**src/rtl/debouncer.sv**
```systemverilog
// Debouncer: synchronizer chain feeding a four-state qualification FSM, with a
// saturating counter of aborted qualifications.
module debouncer #(
  parameter int SYNC_STAGES     = 2,
  parameter int DEBOUNCE_CYCLES = 16,
  parameter int BOUNCE_W        = 8
) (
  input  logic                clk,
  input  logic                rst,
  input  logic                in,
  input  logic                clear,
  output logic                out,
  output logic                stable,
  output logic [BOUNCE_W-1:0] bounce_count
);

  localparam int CNT_W = $clog2(DEBOUNCE_CYCLES + 1);
  localparam logic [CNT_W-1:0] CNT_LAST = CNT_W'(DEBOUNCE_CYCLES - 1);
  localparam logic [CNT_W-1:0] CNT_ONE  = CNT_W'(1);

  typedef enum logic [1:0] {
    S_LOW  = 2'd0,
    S_RISE = 2'd1,
    S_HIGH = 2'd2,
    S_FALL = 2'd3
  } state_t;

  logic [SYNC_STAGES-1:0] sync_q, sync_d;
  state_t                 state_q, state_d;
  logic [CNT_W-1:0]       cnt_q, cnt_d;
  logic                   out_q, out_d;
  logic                   stable_q, stable_d;
  logic [BOUNCE_W-1:0]    bounce_q, bounce_d;
  logic                   in_sync;
  logic                   abort;

  assign in_sync = sync_q[SYNC_STAGES-1];

  always_comb begin
    sync_d   = {sync_q[SYNC_STAGES-2:0], in};
    state_d  = state_q;
    cnt_d    = cnt_q;
    abort    = 1'b0;
    case (state_q)
      S_LOW: begin
        if (in_sync) begin
          state_d = S_RISE;
          cnt_d   = CNT_ONE;
        end
      end
      S_RISE: begin
        if (!in_sync) begin
          state_d = S_LOW;
          cnt_d   = '0;
          abort   = 1'b1;
        end else if (cnt_q == CNT_LAST) begin
          state_d = S_HIGH;
          cnt_d   = '0;
        end else begin
          cnt_d = cnt_q + CNT_ONE;
        end
      end
      S_HIGH: begin
        if (!in_sync) begin
          state_d = S_FALL;
          cnt_d   = CNT_ONE;
        end
      end
      S_FALL: begin
        if (in_sync) begin
          state_d = S_HIGH;
          cnt_d   = '0;
          abort   = 1'b1;
        end else if (cnt_q == CNT_LAST) begin
          state_d = S_LOW;
          cnt_d   = '0;
        end else begin
          cnt_d = cnt_q + CNT_ONE;
        end
      end
      default: begin
        state_d = S_LOW;
        cnt_d   = '0;
      end
    endcase

    // Outputs decode the next state so they land in the same cycle as the state.
    out_d    = (state_d == S_HIGH) || (state_d == S_FALL);
    stable_d = (state_d == S_LOW) || (state_d == S_HIGH);

    if (clear) begin
      bounce_d = '0;
    end else if (abort && (bounce_q != {BOUNCE_W{1'b1}})) begin
      bounce_d = bounce_q + BOUNCE_W'(1);
    end else begin
      bounce_d = bounce_q;
    end
  end

  always_ff @(posedge clk) begin
    if (!rst) begin
      sync_q   <= '0;
      state_q  <= S_LOW;
      cnt_q    <= '0;
      out_q    <= 1'b0;
      stable_q <= 1'b1;
      bounce_q <= '0;
    end else begin
      sync_q   <= sync_d;
      state_q  <= state_d;
      cnt_q    <= cnt_d;
      out_q    <= out_d;
      stable_q <= stable_d;
      bounce_q <= bounce_d;
    end
  end

  assign out          = out_q;
  assign stable       = stable_q;
  assign bounce_count = bounce_q;

endmodule

```
**config.mk**
```make
export PLATFORM = sky130hd
export DESIGN_NAME = debouncer
export DESIGN_NICKNAME = d
export VERILOG_FILES = /design/src/rtl/debouncer.sv
export SDC_FILE = /design/constraint.sdc
export NUM_CORES = 1
export LEC_CHECK = 0
export ABC_AREA = 1
export CORE_MARGIN = 5
export CORE_UTILIZATION = 45
export CTS_BUF_LIST = sky130_fd_sc_hd__clkbuf_8
export DETAILED_ROUTE_END_ITERATION = 10
export PLACE_DENSITY = 0.69
export SYNTH_ARGS = -nofsm -noshare
export SYNTH_HDL_FRONTEND = slang
export SYNTH_SLANG_ARGS = --single-unit
```
**constraint.sdc**
```tcl
create_clock -name clk -period 1.4 [get_ports clk]
set_input_delay 0.28 -clock clk [delete_from_list [all_inputs] [get_ports clk]]
set_output_delay 0.28 -clock clk [all_outputs]
set_load 0.01 [all_outputs]
```
Word level (Yosys, flattened, before mapping):

Index checks and enable logic that the tools add are counted.

* flip-flop bits (word level): 19
* input port bits: 4
* logic and storage cells: 41

* muxes and demuxes: 16
* bitwise gates (word level): 1
* add/sub/neg operators: 2
* reduce and logical (&&, ||, !) cells: 7
* equal/unequal tests: 9

Operators with widths (count)
* $mux 5: 5
* $pmux 5 s4: 1
* $mux 2: 6
* $add 8x1->8 const B: 1
* $eq 2x2->1 const B: 4
* $ne 8x8->1 const B: 1
* $pmux 2 s4: 1
* $add 5x1->5 const B: 1
* $eq 5x4->1 const B: 1
* $logic_not 2->1: 2
* $ne 2x2->1 const B: 2
* $eq 2x1->1 const B: 1
* $logic_or 1x1->1: 2
* $mux 1: 2
* $pmux 1 s2: 1
* $reduce_and 2->1: 1
* $reduce_or 2->1: 1
* $logic_and 1x1->1: 1
* $not 1->1: 1

Depth between registers and ports, before layout:

* depth after elaboration: 6
* gate-level depth with buffers: 9

Least setup slack after synthesis:

Ideal clock, no wire load.

* kind: register to register
* start point: reg bounce_q[0], in the netlist bounce_count[0]
* end point: reg bounce_q[0], in the netlist bounce_count[0]
* path slack: 112 ps
* data arrival time: 1172 ps
* cell stages (with the launch flop): 9
* required time: 1284 ps
* library setup time: 116 ps
* path through: dfxtp_1 -> ha_1 -> nand2_1 -> nor2_2 -> nand2_2 -> nand2_4 -> inv_2 -> nor2_1 -> nor2_1

* longest elaborated chain between the ends: 2
* elaborated cells on any way between the ends: 3
* classes of those cells: add/sub (1); eq/ne (1); reduce/logical (1)

Ends and longest elaborated chain
* start, declared: RTL line 33 `logic [BOUNCE_W-1:0] bounce_q, bounce_d;`
* start signal, assigned: RTL line 114 `bounce_q <= bounce_d;`
* parallel branches: the longest is 2 deep, another holds $add 8x1->8

Several ways; the timed one is not identified.
A chain may end at the register's enable or synchronous reset.

Worst setup path in the final report:

* start point: reg cnt_q[1]
* end point: reg cnt_q[0]

* longest elaborated chain between the ends: 4
* elaborated cells on any way between the ends: 5
* classes of those cells: eq/ne (1); mux (4)

Ends and longest elaborated chain
* start, declared: RTL line 30 `logic [CNT_W-1:0] cnt_q, cnt_d;`
* start signal, assigned: RTL line 111 `cnt_q <= cnt_d;`
* $eq 5x4->1 *: RTL line 56, 74
* $mux 5 *: RTL line 56, 74
* $mux 5, on equally long branches: RTL line 70, 52
* $pmux 5 s4 *: RTL line 44 `case (state_q)`

Every way passes the cells marked *; elsewhere a longest branch is shown, timed or not.

==> impl_metrics.tcl <==
set metrics [dict create \
    htree_levels 1 \
    status "completed" \
    firstDrtPassIters 4 \
    synth_area_um2 872 \
    drive_gt1_frac 0.146 \
    postRouteWirelength_um 1810 \
    cts_max_path_buffers 2 \
    io_pins 14 \
    end_kind "register" \
    skew_ns 0.00293 \
    worstPathMaxFanout 3 \
    grt_pass1_vias 792 \
    hp-class "reg -> reg" \
    num_vias 837 \
    finalCritPeriodShare 0.921 \
    start_util 0.459 \
    vdd_drop_max_v 0.000740 \
    arrival_ns 1.43 \
    final_nets 158 \
    setup_viol 0 \
    antenna_cells 0 \
    fmax_ghz 0.775 \
    insertion_delay_ns 0.25 \
    drt_iter0_markers 15 \
    path_clk_slew_ns 0.07 \
    p_int_w 0.000765 \
    wl_per_cell_um 10.1 \
    critPathLaunchType "register" \
    grt_start_max_net_pins 12 \
    drt-vias-per-instance 4.70 \
    holdWs_ns 0.423 \
    final_cell_mix "39 x nand2_1, 19 x nor2_1, 15 x inv_1" \
    antenna_left 0 \
    power_frac_seq 0.564 \
    tightestPinTransition_ns 0.241 \
    fin_util 0.607 \
    ys_seq_area_frac 0.436 \
    place_congestion 0.818 \
    swShare 0.214 \
    min_period_ns 1.29 \
    grt_overflow_total 0 \
    die-area_mm2 0.00292 \
    drv_slew 0 \
    power.share.combinational 0.053 \
    track_usage 0.145 \
    syn_area_per_cell_um2 6.87 \
    switchingPower_w 0.000208 \
    core.rowCount 16 \
    pwr-share-clk 0.383 \
    syn-num-nets 133 \
    hold_violations 0 \
    powerDensity_mw_per_mm2 843 \
    p_leak_nw 0.525 \
    required_ns 1.54 \
    cts_sinks 19 \
    antenna_found_initial 0 \
    syn_inst 127 \
    core-area_mm2 0.00190 \
    max_slew_margin 0.839 \
    cts_tree "built" \
    cts_made_buffers 3 \
    syn_to_final_growth_pct 32.3 \
    crit_type "reg -> reg" \
    synth.ff_latch_count 19 \
    drv_cap 0 \
    yosysUniqueCellTypes 16 \
    io_buffers 13 \
    die_h_um 54.0 \
    root_buffer "clkbuf_8" \
    yosys_warnings 0 \
    die_w_um 54.0 \
    post-dp-hpwl_um 1360 \
    final_common_cell "nand2_1" \
    drc 0 \
    grt_first_pass_wirelength_um 3120 \
]
## cell families after synthesis
| group | Yosys count | share of synthesized area |
|---|---|---|
| AND/OR/NAND/NOR | 72 | 0.343 |
| flip-flops | 19 | 0.436 |
| buffers and inverters | 16 | 0.0689 |
| AO/OA/AOI/OAI | 14 | 0.0832 |
| XOR/XNOR | 4 | 0.0402 |
| adder cells (fa/ha/maj) | 2 | 0.0287 |
## final timing paths
kind,from,to,slack [ns],cells past startpoint
setup / recovery,cnt_q[1]$_SDFFE_PN0P_,cnt_q[0]$_SDFFE_PN0P_,0.11,7
setup reg to reg,cnt_q[1]$_SDFFE_PN0P_,cnt_q[0]$_SDFFE_PN0P_,0.11,7
hold / removal,sync_q[0]$_SDFF_PN0_,sync_q[1]$_SDFF_PN0_,0.42,2
hold reg to reg,sync_q[0]$_SDFF_PN0_,sync_q[1]$_SDFF_PN0_,0.42,2
## through the flow
step | power [W] | cell area, um^2 | cells | TNS [ns] | setup WS, ns
6_report | 0.000973 | 1150 | 178 | 0 | 0.110
5_1_grt | 0.00102 | 1150 | 178 | -0.000393 | -0.000393
4_1_cts | 0.000985 | 1120 | 177 | 0 | 0.00633
3_5_place_dp | 0.000616 | 1080 | 173 | -0.000411 | -0.000411
3_3_place_gp | 0.000615 | 1080 | 173 | -0.00324 | -0.00324
2_1_floorplan | 0.000589 | 872 | 127 | 0 | 0.112
## cells in the mapped netlist
cell	number	share of area
nand2_2	2	0.014
o21ai_0	3	0.017
nand4_1	1	0.0072
nor2_1	19	0.082
xor2_1	3	0.030
a211oi_1	1	0.0086
inv_2	1	0.0043
ha_1	2	0.029
nand2_4	1	0.013
a21oi_1	10	0.057
xnor2_1	1	0.010
nand2_1	39	0.17
nand3_1	9	0.052
dfxtp_1	19	0.44
nor2_2	1	0.0072
inv_1	15	0.065
## power groups by stage
stage	logic [W]	registers, W	clock network [W]
2_1_floorplan	0.0000247	0.000564	0
3_3_place_gp	0.0000511	0.000564	0
3_5_place_dp	0.0000517	0.000564	0
4_1_cts	0.0000514	0.000551	0.000382
5_1_grt	0.0000585	0.000549	0.000415
6_report	0.0000515	0.000548	0.000373
## flip-flops by register name, summed over array words and instances, names as in the netlist
register      cells
out               1
bounce_count      8
state_q           2
sync_q            2
cnt_q             5
stable            1
## metal layers
layer  part of all wire  GRT usage
met3              0.045     0.0360
met5                  0          0
met4             0.0055     0.0622
met2               0.51      0.260
met1               0.44      0.162
## cell type report
cell class                 instances  area [um^2]
timing repair buffer              20          178
sequential                        19          392
fill                             175          748
tap                               27         33.8
clock buffer                       3         41.3
inverter                          16         60.1
clock inverter                     1         5.00
multi-input combinational         92          444
## what timing repair did
item	CTS	global route
endpoints found under the setup margin	8	10
pin swaps	0	1
gates resized for setup	11	9
hold buffers	0	0
setup buffers	0	1
## worst max-delay path, stage by stage, from the launching register on
cell      delay, ns
dfxtp_1        0.37
ha_1           0.20
nand3_1        0.11
nor2_1         0.13
nand2_1        0.09
buf_4          0.15
nand2_1        0.08
a211oi_1       0.05
Note: power is estimated with default switching activity, not from simulation.
==> patch 1 (same settings) <==
Set the parameter `DEBOUNCE_CYCLES` to 32 (it was 16).
--- a/src/rtl/debouncer.sv
+++ b/src/rtl/debouncer.sv
@@ -3,5 +3,5 @@
 module debouncer #(
   parameter int SYNC_STAGES     = 2,
-  parameter int DEBOUNCE_CYCLES = 16,
+  parameter int DEBOUNCE_CYCLES = 32,
   parameter int BOUNCE_W        = 8
 ) (
Behaviour: no difference found for any inputs over 10 cycles, from zero or initial values and one cycle with rst low; that may be too few to reach the edited logic, so the function may still have changed.
==> patch 1 against the original RTL <==
- non-clock buffer count unchanged
- global-route usage decreased by 0.92 points
- design area increased by 6.1%
- power increased by 1.4%
- worst setup slack improved by 0.024 ns
- synthesized area increased by 12%
- sequential cell count unchanged
- wire length increased by 9.7%
- critical endpoint is now bounce_count[0]
==> patch 1: results (changes against the original RTL) <==
Synth
  • Post-synthesis sequential area ratio: 0.391 (-0.0454)
  • Area fraction in compound gates after synthesis: 0.0591 (-0.0241)
  • Proportion of synthesized flip-flops having asynchronous set or reset: 0 (unchanged)
  • Cell area after synthesis: 973 sq um (+12%)
  • Synth Area in Adders: 0.0257 (-0.00299)
  • XOR/XNOR Fraction of Synth Area: 0.0360 (-0.00418)
  • Netlist cell types: 19 (+3)
  • Post-synth top cells: sky130_fd_sc_hd__nand2_1, sky130_fd_sc_hd__nor2_1, sky130_fd_sc_hd__dfxtp_1
  • Syn Nets: 151 (+14%)
  • Synth top area cells: sky130_fd_sc_hd__dfxtp_1, sky130_fd_sc_hd__nand2_1, sky130_fd_sc_hd__nor2_1

Power and ir drop
  • Leakage power summed over all cells: 0.592 nW (+13%)
  • Sequential Power: 0.553 mW (+0.9%)
  • Maximum vdd ir drop: 902 uV (+22%)
  • Internal portion of total power: 0.769 mW (+0.51%)
  • P_clk: 0.377 mW (+1%)
  • Power Density: 806 nW/um^2 (-4.4%)

GRT
  • Met2 routing resource usage after global routing: 0.210 (-0.0505)
  • Overall fraction of global-route tracks in use: 0.136 (-0.00915)
  • Global-route wire length before repair: 3560 microns (+14%)
  • Global-route track usage on met3: 0.0390 (+0.00298)
  • Via count of the first global-routing pass: 866 (+9.3%)
  • Global-route met1 utilization: 0.179 (+0.0172)

Cells and area
  • Layout cells sized above 1: 0.143 (-0.00284)
  • Non-clock inverter count in the final layout: 20 (+4)
  • Count of nets after finishing: 175 (+11%)
  • Number of inserted filler cells in the final layout: 214 (+22%)
  • Clock-cell share: 0.0378 (-0.00230)
  • Multi-input comb cells: 105 (+14%)
  • Storage element area: 383 sq um (-2.2%)
  • Share of cell area taken by multi-input logic gates: 0.419 (+0.0342)
  • Share of final layout cell area taken by non-clock buffers: 0.139 (-0.0150)
  • Buffers outside the clock class: 20 (unchanged)

Drt
  • Initial DRC count: 21 (+6)
  • First-pass detailed-route iteration total: 4 (unchanged)
  • Detailed-routed wire length on met3: 104 microns (+27%)
  • DR WL/cell: 10.2 microns (+0.13%)
  • Via total after detailed routing: 940 (+12%)
  • WL met1: 989 microns (+25%)
  • Amount of wire on met2 after detailed routing: 862 microns (-6.1%)

Timing
  • Slew @ Worst Pin: 0.313 ns (+0.0720 ns)
  • Fin Clk Skew: 0.000932 ns (-0.00200 ns)

CTS
  • Post-cts sizing count: 10 (-1)
  • Latest clock arrival within the worst-skew pair: 0.25 ns (about the same)
  • Number of buffers inserted to repair setup after CTS: 0 (unchanged)

Critical path
  • Crit path max fanout: 6 (+3)

Placed design
  • Weighted congestion at the end of routability-driven global placement: 0.794 (-2.9%)
  • Detailed Place HPWL: 1560 microns (+14%)
  • Cell area after placement: 1180 sq um (+9.6%)
  • Place WS: -0.0502 ns (-0.0497 ns)

Run status
  • Outcome: finished, final reports clean
[patch 1: changes by cell type in the layout (fill, tap and decap cells not counted), sizes merged]
cell          delta
a21oi            -5
a21o             +1
nand4            +2
inv              +4
o21ai            +2
dlymetal6s2s     -2
nand2            +6
dlygate4sd2      +2
a211oi           -1
nand3            +3
nor2             +5
[patch 1: path summary, 6_finish.rpt]
| check | from | cells after the start | endpoint | slack [ns] |
|---|---|---|---|---|
| max | bounce_count[0] | 9 | bounce_count[0] | 0.13 |
| min | sync_q[0] | 2 | sync_q[1] | 0.43 |
| max reg2reg | bounce_count[0] | 9 | bounce_count[0] | 0.13 |
| min reg2reg | sync_q[0] | 2 | sync_q[1] | 0.43 |
[patch 1: through the flow]
stage	TNS (ns)	power (mW)	hold slack, ns	std cells
floorplan	0	0.598	0.378	145
global placement	0	0.620	0.392	191
detailed placement	-0.0981	0.622	0.416	191
CTS	0	0.999	0.432	195
global route	0	1.04	0.462	195
finish	0	0.987	0.426	195
==> patch 2 (config.mk and constraints unchanged) <==
Made on the original files. Make the reset (`rst`) asynchronous in one clocked block.
--- a/src/rtl/debouncer.sv
+++ b/src/rtl/debouncer.sv
@@ -98,5 +98,5 @@
   end
 
-  always_ff @(posedge clk) begin
+  always_ff @(posedge clk or negedge rst) begin
     if (!rst) begin
       sync_q   <= '0;
Check against the original RTL: differs if rst is asserted again (counterexample within 4 cycles, from zero or initial values and one cycle with rst low); with rst held inactive, the same outputs for 10 cycles.
==> patch 2 against the original RTL <==
- design area rose by 9.0%
- synthesized area rose by 11%
- die area rose by 8.6%
- worst setup slack got worse by 0.011 ns
- wire length fell by 1.3%
- sequential cell count did not move
- highest routed layer unchanged
Power is not compared: it rests on default switching activity, and its combinational part moved more than twofold at a synthesized area within 25%.
==> patch 2: results (changes against the original RTL) <==
Run status
  • Outcome: finished, final reports clean

Synth
  • Proportion of synthesized flip-flops having asynchronous set or reset: 1.00 (+1.00)
  • Avg Cell Area, Syn: 8.39 sq um (+22%)
  • Share of the synthesized area in the top cell type: 0.467 (+0.0308)
  • Post-synth top cells: sky130_fd_sc_hd__nand2_1, sky130_fd_sc_hd__dfrtp_1, sky130_fd_sc_hd__inv_1, sky130_fd_sc_hd__nand3_1
  • Post-synthesis sequential area ratio: 0.494 (+0.0580)
  • Synth top area cells: sky130_fd_sc_hd__dfrtp_1, sky130_fd_sc_hd__nand2_1, sky130_fd_sc_hd__nand3_1
  • Netlist cell types: 21 (+5)

Placed design
  • DP Cell Count: 160 (-7.5%)
  • Weighted congestion at the end of routability-driven global placement: 0.852 (+4.1%)
  • Place WS: 0.0623 ns (+0.0628 ns)
  • Detailed Place HPWL: 1310 microns (-3.9%)
  • Cell area after placement: 1170 sq um (+7.9%)
  • Number of buffers inserted by port buffering: 13 (unchanged)

Critical path
  • Cell depth of the worst flop-to-flop path: 5 (-2)
  • Slowest-stage cell, CP: sky130_fd_sc_hd__dfstp_2
  • Reg-to-reg critical path endpoint: cnt_q[0]
  • Crit path max fanout: 1 (-2)
  • Worst setup slack for register-to-register paths: 0.11 ns (about the same)
  • Largest delay contributor family on the critical path: flip-flops
  • Data arrival time at the worst-slack endpoint: 1.02 ns (-0.41 ns)
  • Critical register-to-register path startpoint: cnt_q[0]
  • Worst path max stage delay: 0.51 ns (+0.14 ns)

Hold path
  • Path category of the worst min-delay check: in2async

CTS
  • Clock root cell: sky130_fd_sc_hd__clkbuf_8

GRT
  • Via count of the first global-routing pass: 706 (-11%)
  • Global-route wire length before repair: 3090 microns (-0.87%)
  • Overall fraction of global-route tracks in use: 0.122 (-0.0232)

Cells and area
  • Number of flip-flops in the largest register: 8 (unchanged)
  • Layout cells sized above 1: 0.239 (+0.0937)
  • Number of inserted filler cells in the final layout: 176 (+0.57%)
  • Count of nets after finishing: 149 (-5.7%)

Power and ir drop
  • Share of total power in combinational logic: 0.106

Drt
  • Via total after detailed routing: 785 (-6.2%)
  • DR WL/cell: 10.5 microns (+3.9%)
  • Total Routed Length: 1780 microns (-1.3%)

Timing
  • Fin Clk Skew: 0.000588 ns (-0.00234 ns)
  • Post-route worst hold slack: 0.354 ns (-0.0686 ns)
  • Slew @ Worst Pin: 0.361 ns (+0.120 ns)
  • Final worst path period share: 0.930 (+0.00812)
-- patch 2: cell count changes after synthesis, sizes merged, moves of 3 or more --
cell,delta
dfxtp,-19
nand4,+5
nand2,-3
inv,-4
dfrtp,+18
a21oi,-9
nor2,-10
nand3,+3
-- patch 2: per-layer routing --
metal	vias to the layer above	share of wire	GRT usage
li1	426	-	-
met1	344	0.52	0.179
met2	13	0.42	0.165
met3	2	0.050	0.0367
met4	0	0.0079	0.0508
met5	-	0	0
-- patch 2: worst max path at each step --
stage | start | endpoint | slack [ns] | depth (start not counted)
after floorplan | bounce_count[0] | bounce_count[4] | 0.1 | 6
after global placement | bounce_count[1] | bounce_count[0] | 0.09 | 8
after detailed placement | bounce_count[0] | bounce_count[0] | 0.06 | 8
after CTS | out | out | 0.006 | 1
after global routing | bounce_count[0] | bounce_count[4] | -0.006 | 8
final | stable | stable | 0.1 | 1
-- patch 2: kinds of logic after synthesis --
family | count (synthesis) | synth area share
adder cells (fa/ha/maj) | 2 | 0.0259
flip-flops | 19 | 0.494
AO/OA/AOI/OAI | 8 | 0.0467
XOR/XNOR | 4 | 0.0441
buffers and inverters | 13 | 0.0558
AND/OR/NAND/NOR | 69 | 0.333
-- patch 2: layout make-up --
| type | instances | area (sq um) | area share |
|---|---|---|---|
| Tap cell | 27 | 33.8 | 0.0269 |
| Inverter | 13 | 53.8 | 0.0428 |
| Clock buffer | 3 | 41.3 | 0.0328 |
| Multi-Input combinational cell | 83 | 444 | 0.353 |
| Timing Repair Buffer | 23 | 196 | 0.156 |
| Clock inverter | 1 | 7.51 | 0.00597 |
| Sequential cell | 19 | 480 | 0.382 |
-- patch 2: timing repair --
item,4_1_cts,5_1_grt
pin swaps,0,2
setup buffers,3,3
endpoints found under the setup margin,9,10
resized for setup,13,5
